## src/rtl/logic_unit_pipe.sv

```systemverilog
// Registered bitwise logic unit (8 ops) with valid/ready handshake and an accumulate-burst mode.
// Define LOGIC_UNIT_FLAGS_EN to register the out_zero/out_parity flags; otherwise they are tied to 0.
module logic_unit_pipe #(
    parameter int WIDTH = 16
) (
    input  logic             clk,
    input  logic             rst_n,
    input  logic             in_valid,
    output logic             in_ready,
    input  logic [2:0]       in_op,
    input  logic [WIDTH-1:0] in_x,
    input  logic [WIDTH-1:0] in_y,
    input  logic             in_acc,
    input  logic             in_last,
    input  logic             in_flush,
    output logic             out_valid,
    input  logic             out_ready,
    output logic [WIDTH-1:0] out_data,
    output logic             out_zero,
    output logic             out_parity,
    output logic             busy
);

    localparam logic [0:0] ST_IDLE  = 1'b0;
    localparam logic [0:0] ST_ACCUM = 1'b1;

    localparam logic [2:0] OP_AND  = 3'd0;
    localparam logic [2:0] OP_OR   = 3'd1;
    localparam logic [2:0] OP_XOR  = 3'd2;
    localparam logic [2:0] OP_NAND = 3'd3;
    localparam logic [2:0] OP_NOR  = 3'd4;
    localparam logic [2:0] OP_XNOR = 3'd5;
    localparam logic [2:0] OP_ANDN = 3'd6;

    logic [0:0]       state_q, state_d;
    logic [WIDTH-1:0] acc_q, acc_d;
    logic             out_valid_q, out_valid_d;
    logic [WIDTH-1:0] out_data_q, out_data_d;

    logic             accept;
    logic             pop;
    logic             load;
    logic [WIDTH-1:0] operand_a;
    logic [WIDTH-1:0] beat_result;

    function automatic logic [WIDTH-1:0] logic_op(
        input logic [2:0]       op,
        input logic [WIDTH-1:0] a,
        input logic [WIDTH-1:0] b
    );
        logic [WIDTH-1:0] r;
        case (op)
            OP_AND:  r = a & b;
            OP_OR:   r = a | b;
            OP_XOR:  r = a ^ b;
            OP_NAND: r = ~(a & b);
            OP_NOR:  r = ~(a | b);
            OP_XNOR: r = ~(a ^ b);
            OP_ANDN: r = a & ~b;
            default: r = a;
        endcase
        return r;
    endfunction

    assign in_ready = !out_valid_q | out_ready;
    assign accept   = in_valid & in_ready;
    assign pop      = out_valid_q & out_ready;

    // Inside a burst the running accumulator replaces in_x as the left operand.
    assign operand_a   = (state_q == ST_ACCUM) ? acc_q : in_x;
    assign beat_result = logic_op(in_op, operand_a, in_y);

    // Flush wins over any beat accepted in the same cycle; the beat is dropped.
    always_comb begin
        state_d = state_q;
        acc_d   = acc_q;
        load    = 1'b0;
        if (in_flush) begin
            state_d = ST_IDLE;
            acc_d   = '0;
        end else if (accept) begin
            if (state_q == ST_IDLE) begin
                if (in_acc && !in_last) begin
                    acc_d   = beat_result;
                    state_d = ST_ACCUM;
                end else begin
                    load = 1'b1;
                end
            end else begin
                if (in_last) begin
                    load    = 1'b1;
                    acc_d   = '0;
                    state_d = ST_IDLE;
                end else begin
                    acc_d = beat_result;
                end
            end
        end
    end

    always_comb begin
        out_valid_d = out_valid_q;
        out_data_d  = out_data_q;
        if (load) begin
            out_valid_d = 1'b1;
            out_data_d  = beat_result;
        end else if (pop) begin
            out_valid_d = 1'b0;
        end
    end

    always_ff @(posedge clk or negedge rst_n) begin
        if (!rst_n) begin
            state_q     <= ST_IDLE;
            acc_q       <= '0;
            out_valid_q <= 1'b0;
            out_data_q  <= '0;
        end else begin
            state_q     <= state_d;
            acc_q       <= acc_d;
            out_valid_q <= out_valid_d;
            out_data_q  <= out_data_d;
        end
    end

`ifdef LOGIC_UNIT_FLAGS_EN
    logic zero_q, zero_d;
    logic parity_q, parity_d;

    always_comb begin
        zero_d   = zero_q;
        parity_d = parity_q;
        if (load) begin
            zero_d   = (beat_result == '0);
            parity_d = ^beat_result;
        end
    end

    always_ff @(posedge clk or negedge rst_n) begin
        if (!rst_n) begin
            zero_q   <= 1'b0;
            parity_q <= 1'b0;
        end else begin
            zero_q   <= zero_d;
            parity_q <= parity_d;
        end
    end

    assign out_zero   = zero_q;
    assign out_parity = parity_q;
`else
    assign out_zero   = 1'b0;
    assign out_parity = 1'b0;
`endif

    assign out_valid = out_valid_q;
    assign out_data  = out_data_q;
    assign busy      = (state_q == ST_ACCUM);

endmodule

```

## config.mk

```make
export PLATFORM = sky130hd
export DESIGN_NAME = logic_unit_pipe
export DESIGN_NICKNAME = d
export VERILOG_FILES = /design/src/rtl/logic_unit_pipe.sv
export SDC_FILE = /design/constraint.sdc
export NUM_CORES = 1
export LEC_CHECK = 0
export ABC_CLOCK_PERIOD_IN_PS = 6000
export CELL_PAD_IN_SITES_DETAIL_PLACEMENT = 0
export CELL_PAD_IN_SITES_GLOBAL_PLACEMENT = 2
export CORE_MARGIN = 2
export CORE_UTILIZATION = 35
export DETAILED_ROUTE_END_ITERATION = 16
export PLACE_DENSITY_LB_ADDON = 0.1
export SLEW_MARGIN = 20
export SYNTH_ARGS = -nofsm -noshare
export SYNTH_HDL_FRONTEND = slang
export SYNTH_SLANG_ARGS = --single-unit
```

## constraint.sdc

```tcl
create_clock -name clk -period 6 [get_ports clk]
set_input_delay 0.9 -clock clk [delete_from_list [all_inputs] [get_ports clk]]
set_output_delay 0.9 -clock clk [all_outputs]
set_load 0.005 [all_outputs]
```

# ---- Word level (Yosys, flattened, before mapping)
# Cells that the tools add are included.
dict set report word_totals {
  reg_bits 34
  out_inout_bits 21
  word_cells 48
}
dict set report classes {
  muxes 19
  n_reduce_logical 8
  n_bitwise 11
  n_eq_ne 6
}
# op n
set op_table {}
lappend op_table {{$pmux 16 s7} 1}
lappend op_table {{$mux 16} 6}
lappend op_table {{$not 16->16} 4}
lappend op_table {{$and 16x16->16} 2}
lappend op_table {{$or 16x16->16} 1}
lappend op_table {{$xor 16x16->16} 1}
lappend op_table {{$mux 1} 12}
lappend op_table {{$eq 3x3->1 const B} 3}
lappend op_table {{$eq 3x2->1 const B} 2}
lappend op_table {{$reduce_bool 2->1} 2}
lappend op_table {{$eq 3x1->1 const B} 1}
lappend op_table {{$logic_not 3->1} 1}
lappend op_table {{$reduce_bool 3->1} 1}
lappend op_table {{$and 1x1->1} 2}
lappend op_table {{$logic_not 1->1} 2}
lappend op_table {{$reduce_and 2->1} 1}
lappend op_table {{$logic_and 1x1->1} 1}
lappend op_table {{$or 1x1->1} 1}

# ---- Depth between registers and ports, before layout
# Gate-level depths: netlist of the first run.
dict set report logic_depth {
  ltp_word 8
  depth_mapped 9
  ltp_nobuf 7
}

# ---- Worst setup path after synthesis of the first run
# Ideal clock, no wire load.
dict set report synth_timing {
  path_kind {in2reg}
  startpoint {input in_x[8]}
  endpoint {register out_data_q[8], in the netlist out_data[8]}
  required_ns 5.863
  setup_time_ns 0.137
  arrival_ns 2.226
  stages 7
  slack_ns 3.638
  cell_sequence {mux2i_1 > inv_1 > ha_1 > or2_2 > a32o_1 > a2111oi_2 > o21ai_0}
}
dict set report synth_via {
  elab_chain_len 4
  word_cells_on_any_way 9
}
# item line
set synth_rtl {}
lappend synth_rtl {{start, declared} 11} ;# input logic [WIDTH-1:0] in_x,
lappend synth_rtl {{$mux 16 *} 70} ;# assign operand_a = (state_q == ST_ACCUM) ? acc_q : in_x;
lappend synth_rtl {{$xor 16x16->16, or another cell as far along} {55, 58}}
lappend synth_rtl {{$not 16->16, on equally long branches} {58, 56, 57}}
lappend synth_rtl {{$pmux 16 s7 *} 52} ;# case (op)
lappend synth_rtl {{end signal, assigned} 122} ;# out_data_q <= out_data_d;
lappend synth_rtl {{end, declared} 38} ;# logic [WIDTH-1:0] out_data_q, out_data_d;
# Mark *: on every way between the ends. The rest lies on a longest branch, timed or not.
# A chain may end at the register's enable or synchronous reset.

# ---- Worst setup path in the final report of the first run
dict set report layout_timing {
  startpoint {input out_ready}
  endpoint {output in_ready}
}
dict set report layout_via {
  elab_chain_len 1
}
# item line
set layout_rtl {}
lappend layout_rtl {{start, declared} 17} ;# input logic out_ready,
lappend layout_rtl {{$or 1x1->1} 65} ;# assign in_ready = !out_valid_q | out_ready;
lappend layout_rtl {{end, declared} 9} ;# output logic in_ready,
# No other way between the ends.

==> run_results.csv, run 1 <==
group,metric,value,unit
run_status,status,"finished, final reports clean",
global_route,grtUsageTotal,18.1,%
route,viasPerCell,5.36,
worst_setup_path,path_cells,"clkdlybuf4s50_1 > nand2b_1 > clkdlybuf4s50_1",
sta,final-hold-violation-count,0,
clock_tree,clockBufferDepth,2,
synth,syn-instance-count,362,
power_and_ir_drop,seqPwrFrac,35.6,%
power_and_ir_drop,power-per-cell-area,189,nW/µm²
clock_tree,clk_pin_slew,0.08,ns
clock_tree,postCtsSetupBuffers,0,
cells_and_area,final_area,4140,µm²
die,die-area,10500,µm²
synth,syn_avg_cell_area,9.35,µm²
cells_and_area,n_antenna_cell,0,
route,dr.pass1.iters,4,
route,drc,0,
die,fp-row-count,35,
sta,slew_headroom,34.0,%
synth,synth_seq_cells,34,
route,ant_nets,0,
clock_tree,clkLatencyLatePin,0.29,ns
synth,synth_edf_count,0,
synth,seq_area_frac_synth,25.1,%
worst_setup_path,critPathRequiredTime,5.10,ns
die,io_pins,63,
worst_setup_path,path_buf_inv,2,
synth,synth_cell_types,50,
sta,slew_viol_final,0,
die,die_h,102,µm
sta,holdWs,0.489,ns
synth,yosys_warnings,0,
global_route,grt_pass1_vias,2841,
clock_tree,cts_made_buffers,5,
route,num_vias,2896,
placement,port_buffers,60,
global_route,grt_antenna_before_repair,0,
power_and_ir_drop,p_sw_share,32.0,%
route,routedWlPerCell,16.9,µm
die,core_area,9330,µm²
route,routed.top_layer,"met4",
clock_tree,htree_levels,2,
global_route,grt_max_degree,40,
sta,setup_viol,0,
placement,post-place-ws,2.78,ns
sta,rsz0062_at_grt,"no",
worst_setup_path,cpPeakStageDelay,0.56,ns
clock_tree,ctsHoldBuffers,0,
cells_and_area,syn_to_final_growth,22.2,%
synth,synthArstFlopShare,100,%
power_and_ir_drop,leakage,1.92,nW
sta,final.min_clock_period,3.06,ns
worst_setup_path,critPathArrivalTime,2.16,ns
worst_setup_path,critPathCaptureType,"output port",
worst_setup_path,cp_top_family,"buffers and inverters",
sta,finalCritPeriodShare,51.0,%
cells_and_area,n_fill_cell,922,
sta,fmax,0.327,GHz
synth,synth_area,3390,µm²
cells_and_area,final_common_cell,"clkdlybuf4s50_1",
sta,fin_skew,0.0118,ns
cells_and_area,mostFrequentLayoutCells,"clkdlybuf4s50_1 (59), ha_1 (48), inv_1 (38), nand2_1 (36)",
clock_tree,postCtsResizedCells,0,
power_and_ir_drop,p_sw,0.250,mW
clock_tree,numClockSinks,34,
sta,fin_ws,2.94,ns
clock_tree,cts_tree,"built",
placement,hpwlAfterDp,6.37,mm
worst_setup_path,critPathMaxFanout,8,
worst_setup_path,crit_path_start_kind,"input port",
die,floorplan.initialDensity,36.3,%
placement,finalWeightedCongestion,0.777,
power_and_ir_drop,clockPowerShare,28.1,%
route,drt_iter0_markers,98,
global_route,overflow,0,
cells_and_area,layout.nets,500,
placement,place_area,4030,µm²
clock_tree,root_buffer,"clkbuf_8",
sta,tightestPinTransition,0.990,ns
synth,synth-main-ff-cell,"dfrtp_1",
route,wl_met3,412,µm
route,wl_met1,4.52,mm
global_route,grt_pass1_wl,14.7,mm
power_and_ir_drop,vdd_drop_max,0.0875,mV
worst_setup_path,crit_type,"input port to output port",
worst_setup_path,crit_path_top_delay_cell,"clkdlybuf4s50_1",
power_and_ir_drop,pwr-share-comb,36.3,%
route,route.met2.wl,4.09,mm
die,die_w,102,µm
cells_and_area,drive_gt1_share,8.76,%
run,drv_cap,0,
route,wirelength,9.15,mm
worst_hold_path,hp-class,"register to register",
worst_setup_path,cp_common_cell,"clkdlybuf4s50_1",
power_and_ir_drop,intPower,0.531,mW
sta,finalSetupTns,0,ns
==> path summary, 6_finish.rpt <==
kind | start | endpoint | slack [ns] | cells past startpoint
min reg2reg | out_data[12]$_DFFE_PN0P_ | out_data[12]$_DFFE_PN0P_ | 0.49 | 2
max reg2reg | busy$_DFFE_PN0P_ | acc_q[3]$_DFFE_PN0P_ | 3.50 | 8
max in group asynchronous | rst_n | acc_q[2]$_DFFE_PN0P_ | 4.61 | 2
max | out_ready | in_ready | 2.94 | 3
min in group asynchronous | rst_n | acc_q[3]$_DFFE_PN0P_ | 1.04 | 2
min | out_data[12]$_DFFE_PN0P_ | out_data[12]$_DFFE_PN0P_ | 0.49 | 2
==> worst min-delay path: cells and delay by family, from the launching register on <==
kind / cells / cell delay (ns)
AOI/OAI and AO/OA: 1 / 0.05
DFF: 1 / 0.35
and+or+nand+nor: 1 / 0.05
==> per-layer routing <==
layer | GRT usage (%) | up-vias
li1 | - | 1418
met1 | 25.2 | 1390
met2 | 29.1 | 76
met3 | 3.21 | 12
met4 | 4.10 | 0
met5 | 0 | -
==> synth_stat cells (3+ instances only) <==
library cell   n  area [µm²]
o31ai_1        3        22.5
mux2_2         7        78.8
a221o_1       10         100
a21oi_1       14        70.1
a311oi_1       4        35.0
o221ai_1       9        78.8
buf_6          5        56.3
nor2b_1        7        43.8
a22o_1        10        87.6
ha_1          48         601
clkbuf_1       6        22.5
a32o_1        11         110
mux2i_1       34         340
o2bb2ai_1      6        52.6
dfrtp_1       34         851
nor2_1        16        60.1
inv_1         38         143
buf_2         11        55.1
nand2b_1       3        18.8
a31oi_1        3        18.8
buf_4          5        37.5
nand2_1       36         135
o21ai_0        7        35.0
or2_2          3        18.8
==> per-stage QoR <==
stage	power (mW)	instances	utilization, %
2_1_floorplan	0.441	363	-
3_3_place_gp	0.566	532	43.2
3_5_place_dp	0.569	532	43.2
4_1_cts	0.790	540	44.3
5_1_grt	0.833	540	44.3
6_report	0.782	540	44.3
==> state kept, by name, summed over array words and instances (netlist names) <==
register	count
out_valid	1
busy	1
out_data	16
acc_q	16
==> power groups by stage <==
stage	registers [mW]	clock network [mW]	logic, mW
after detailed placement	0.283	0	0.286
after CTS	0.279	0.224	0.287
after global routing	0.282	0.235	0.316
final	0.278	0.220	0.284
after floorplan	0.281	0	0.160
after global placement	0.283	0	0.283
==> logic make-up (layout without fill, tap and decap cells) <==
logic type | count (synthesis) | after routing | synth area share (%)
AOI/OAI and AO/OA | 95 | 95 | 22.9
and+or+nand+nor | 76 | 76 | 11.9
buffers and inverters | 66 | 114 | 9.39
adders and majority gates | 48 | 48 | 17.7
muxes | 42 | 42 | 12.8
DFF | 34 | 34 | 25.1
other | 1 | 2 | 0.111
==> cell type report <==
type	instances	area [µm²]	share of cell area (%)
multi-input combinational	263	2220	53.7
sequential	34	851	20.6
timing repair buffer	67	648	15.7
tap	129	161	3.90
inverter	39	146	3.54
clock buffer	5	68.8	1.66
clock inverter	3	40.0	0.968
No activity file was read; power rests on OpenSTA's default activity.
==> inputs of run 2 (changes only) <==
ABC_CLOCK_PERIOD_IN_PS = 2950   (was 6000)
CORE_UTILIZATION = 33   (was 35)
clock period = 2.95 ns   (was 6 ns; I/O delays follow)
==> run_results.csv, run 2 (synthesis gave the netlist of run 1 again) <==
group,metric,value,unit
run_status,status,"finished, final reports clean",
sta,fin_ws,0.655,ns
sta,final-hold-violation-count,0,
cells_and_area,drive_gt1_share,10.3,%
sta,finalSetupTns,0,ns
power_and_ir_drop,power-per-cell-area,358,nW/µm²
clock_tree,ctsHoldBuffers,0,
die,floorplan.initialDensity,34.3,%
route,dr.pass1.iters,4,
sta,final.min_clock_period,2.30,ns
sta,holdWs,0.263,ns
global_route,grt_pass1_vias,2858,
clock_tree,cts_tree,"built",
run,drv_cap,0,
placement,hpwlAfterDp,6.63,mm
worst_setup_path,cp-endpoint,"out_data[8]$_DFFE_PN0P_",
die,die_w,105,µm
clock_tree,postCtsResizedCells,0,
route,drc,0,
worst_setup_path,r2r_cells,8,
clock_tree,cts_made_buffers,5,
route,routedWlPerCell,16.8,µm
power_and_ir_drop,vdd_drop_max,0.185,mV
power_and_ir_drop,leakage,1.95,nW
worst_setup_path,crit_type,"register to register",
worst_setup_path,timing.rr.start,"busy$_DFFE_PN0P_",
cells_and_area,mostFrequentLayoutCells,"clkdlybuf4s50_1 (58), ha_1 (48), inv_1 (38), nand2_1 (36)",
worst_setup_path,cp_top_family,"compound AO/OA/AOI/OAI gates",
route,drt_iter0_markers,143,
cells_and_area,n_fill_cell,999,
placement,port_buffers,60,
cells_and_area,syn_to_final_growth,23.6,%
route,wirelength,9.28,mm
worst_hold_path,hp-class,"input port to asynchronous set/reset pin",
placement,finalWeightedCongestion,0.765,
sta,tightestPinTransition,0.862,ns
sta,slew_viol_final,0,
die,die-area,11100,µm²
worst_setup_path,critPathCaptureType,"register",
sta,setup_viol,0,
cells_and_area,final_area,4180,µm²
die,die_h,105,µm
worst_setup_path,path_cells,"buf_4 > mux2i_1 > inv_1 > ha_1 > or2_2 > a32o_1 > a2111oi_2 > o21ai_0",
cells_and_area,final-seq-area,851,µm²
cells_and_area,fin_util,42.4,%
die,io_pins,63,
worst_setup_path,critPathArrivalTime,2.46,ns
sta,fin_skew,0.00428,ns
worst_setup_path,crit_path_top_delay_cell,"dfrtp_1",
sta,fmax,0.436,GHz
worst_setup_path,r2r-end,"out_data[8]$_DFFE_PN0P_",
global_route,overflow,0,
cells_and_area,final_common_cell,"clkdlybuf4s50_1",
global_route,grt_antenna_before_repair,0,
worst_setup_path,path_buf_inv,2,
sta,finalCritPeriodShare,77.8,%
global_route,grtUsageTotal,17.2,%
clock_tree,numClockSinks,34,
placement,place_area,4110,µm²
worst_setup_path,cpPeakStageDelay,0.37,ns
route,ant_nets,0,
clock_tree,htree_levels,2,
cells_and_area,n_antenna_cell,0,
worst_setup_path,critPathMaxFanout,7,
clock_tree,postCtsSetupBuffers,0,
die,core_area,9860,µm²
global_route,grt_pass1_wl,15.2,mm
worst_setup_path,cp-startpoint,"busy$_DFFE_PN0P_",
route,num_vias,2882,
worst_setup_path,critPathRequiredTime,3.11,ns
placement,post-place-ws,0.413,ns
worst_setup_path,crit_path_start_kind,"register",
route,viasPerCell,5.22,
worst_setup_path,rrSetupSlack,0.65,ns
global_route,grt_max_degree,40,
cells_and_area,layout.nets,509,
sta,rsz0062_at_grt,"no",
clock_tree,clkLatencyLatePin,0.29,ns
worst_setup_path,crit_cells,8,
sta,slew_headroom,42.5,%
die,fp-row-count,36,
cells_and_area,multi_input_area,2220,µm²
clock_tree,clockBufferDepth,2,
clock_tree,clk_pin_slew,0.07,ns
clock_tree,root_buffer,"clkbuf_8",
run 2: final cells by class:
cell class	instances	area share (%)
clock buffers	7	1.82
inverters	39	3.50
multi-input cells	263	53.1
flip-flops and latches	34	20.3
well taps	133	3.98
repair buffers	76	17.3
run 2: report_power, final:
group,switching (mW),internal (mW)
registers,0.0344,0.528
logic,0.278,0.314
clock network,0.181,0.163
run 2: layer usage:
layer	vias to the layer above	global-route usage [%]	part of all wire (%)
met5	-	0	0
met1	1398	24.6	49
met3	7	2.78	3.7
met2	55	26.9	46
li1	1422	-	-
met4	0	4.10	0.97
run 2: worst reg2reg max path, stage by stage (launching register included):
cell and delay (ns):
dfrtp_1 0.37, buf_4 0.21, mux2i_1 0.33, inv_1 0.11
ha_1 0.21, or2_2 0.29, a32o_1 0.26, a2111oi_2 0.26
o21ai_0 0.14
run 2: through the flow:
| step | power [mW] | cells |
|---|---|---|
| floorplan | 0.897 | 363 |
| global placement | 1.16 | 545 |
| detailed placement | 1.17 | 545 |
| CTS | 1.52 | 552 |
| global route | 1.61 | 552 |
| finish | 1.50 | 552 |
run 2: how the worst min path moves through the flow:
stage | to | slack [ns]
floorplan | acc_q[0]$_DFFE_PN0P_ | 0.15
global placement | out_data[6]$_DFFE_PN0P_ | 0.47
detailed placement | acc_q[15]$_DFFE_PN0P_ | 0.47
CTS | acc_q[0]$_DFFE_PN0P_ | 0.30
global route | acc_q[6]$_DFFE_PN0P_ | 0.32
finish | acc_q[8]$_DFFE_PN0P_ | 0.26
==> inputs of run 3 (changes only) <==
ABC_CLOCK_PERIOD_IN_PS = 2270   (was 2950)
clock period = 2.27 ns   (was 2.95 ns; I/O delays follow)
==> run_results.csv, run 3 (synthesis gave the netlist of run 1 again) <==
group,metric,value,unit
run_status,status,"finished, final reports clean",
global_route,grt_pass1_vias,3030,
worst_setup_path,critPathMaxFanout,11,
route,wirelength,9.52,mm
placement,hpwlAfterDp,6.75,mm
global_route,grtUsageTotal,17.6,%
sta,finalSetupTns,0,ns
worst_setup_path,critPathArrivalTime,2.44,ns
power_and_ir_drop,total_power,2.05,mW
route,num_vias,2914,
die,io_pins,63,
sta,finalCritPeriodShare,97.1,%
global_route,grt_antenna_before_repair,0,
sta,setup_viol,0,
global_route,grt_pass1_wl,15.5,mm
clock_tree,postCtsSetupBuffers,0,
worst_setup_path,crit_type,"register to register",
die,floorplan.initialDensity,34.3,%
sta,slew_headroom,42.3,%
clock_tree,postCtsResizedCells,0,
power_and_ir_drop,p_sw_share,32.9,%
placement,finalWeightedCongestion,0.755,
power_and_ir_drop,leakage,2.06,nW
clock_tree,cts_tree,"built",
worst_setup_path,rrSetupSlack,0.07,ns
power_and_ir_drop,seqPwrFrac,35.9,%
sta,slew_viol_final,0,
cells_and_area,layout.nets,525,
worst_setup_path,critPathRequiredTime,2.51,ns
route,drc,0,
power_and_ir_drop,pwr-share-comb,39.6,%
die,fp-row-count,36,
cells_and_area,final_common_cell,"clkdlybuf4s50_1",
run,drv_cap,0,
sta,tightestPinTransition,0.866,ns
cells_and_area,drive_gt1_share,15.4,%
clock_tree,ctsHoldBuffers,0,
die,die_w,105,µm
route,dr.pass1.iters,4,
worst_setup_path,critPathCaptureType,"register",
route,viasPerCell,5.12,
sta,fmax,0.454,GHz
cells_and_area,fin_util,44.4,%
die,die-area,11100,µm²
clock_tree,clkLatencyLatePin,0.29,ns
cells_and_area,syn_to_final_growth,29.3,%
route,drt_iter0_markers,88,
power_and_ir_drop,p_sw,0.673,mW
clock_tree,root_buffer,"clkbuf_8",
route,ant_nets,0,
sta,fin_skew,0.00668,ns
clock_tree,numClockSinks,34,
clock_tree,htree_levels,2,
clock_tree,clk_pin_slew,0.08,ns
die,core_area,9860,µm²
clock_tree,cts_made_buffers,5,
worst_hold_path,hp-class,"input port to asynchronous set/reset pin",
worst_setup_path,crit_path_start_kind,"register",
route,routedWlPerCell,16.7,µm
sta,final-hold-violation-count,0,
sta,final.min_clock_period,2.20,ns
sta,rsz0062_at_grt,"yes",
cells_and_area,mostFrequentLayoutCells,"clkdlybuf4s50_1 (58), ha_1 (48), inv_1 (38), nand2_1 (36), dfrtp_1 (34)",
power_and_ir_drop,power-per-cell-area,467,nW/µm²
clock_tree,clockBufferDepth,2,
power_and_ir_drop,vdd_drop_max,0.205,mV
cells_and_area,n_antenna_cell,0,
power_and_ir_drop,intPower,1.37,mW
placement,port_buffers,60,
global_route,overflow,0,
die,die_h,105,µm
global_route,grt_max_degree,40,
power_and_ir_drop,clockPowerShare,24.5,%
run 3: cell types whose count changed in the layout (fill, tap and decap cells not counted), sizes merged:
cell,previous run,this run
buf,18,34
clkinv,0,1
run 3: layout make-up:
type	instances	area, µm²
inverter	39	146
fill	957	5490
tap	133	166
multi-input combinational	263	2240
clock buffer	7	86.3
timing repair buffer	92	881
sequential	34	851
clock inverter	1	5.00
run 3: power groups by stage:
stage               clock, mW  sequential (mW)  combinational [mW]
finish                  0.500            0.735               0.811
global route            0.541            0.746               0.899
CTS                     0.518            0.736               0.811
detailed placement          0            0.745               0.807
global placement            0            0.745               0.800
floorplan                   0            0.743               0.424
run 3: final timing paths:
| path | start | endpoint | cells after the start |
|---|---|---|---|
| worst max register to register | busy$_DFFE_PN0P_ | acc_q[13]$_DFFE_PN0P_ | 8 |
| worst min register to register | out_data[6]$_DFFE_PN0P_ | out_data[6]$_DFFE_PN0P_ | 2 |
| min in group clk | out_data[6]$_DFFE_PN0P_ | out_data[6]$_DFFE_PN0P_ | 2 |
| worst min-delay path | rst_n | out_data[8]$_DFFE_PN0P_ | 1 |
| worst max-delay path | busy$_DFFE_PN0P_ | acc_q[13]$_DFFE_PN0P_ | 8 |
| max in group asynchronous | rst_n | acc_q[1]$_DFFE_PN0P_ | 1 |
run 3: critical path, cell delays in order, from the launching register on:
cell,delay (ns)
dfrtp_1,0.35
buf_4,0.28
mux2i_1,0.33
inv_1,0.10
ha_1,0.21
mux2_2,0.27
a221o_1,0.29
o221ai_1,0.11
a32o_1,0.21
run 3: metal layers:
| metal | wire (µm) | part of all wire (%) | track usage [%] | up-vias |
|---|---|---|---|---|
| li1 | - | - | - | 1461 |
| met1 | 4580 | 48 | 24.1 | 1365 |
| met2 | 4390 | 46 | 28.8 | 72 |
| met3 | 352 | 3.7 | 2.54 | 16 |
| met4 | 193 | 2.0 | 5.14 | 0 |
| met5 | 0 | 0 | 0 | - |
run 3: through the flow:
step                setup slack (ns)  hold slack [ns]  area [µm²]  cells
CTS                           0.0280            0.191        4360    569
global route                 -0.0380            0.226        4380    569
finish                        0.0653            0.155        4380    569
detailed placement           -0.0176            0.474        4270    561
global placement            -0.00508            0.463        4270    561
floorplan                     0.0161           0.0449        3390    363
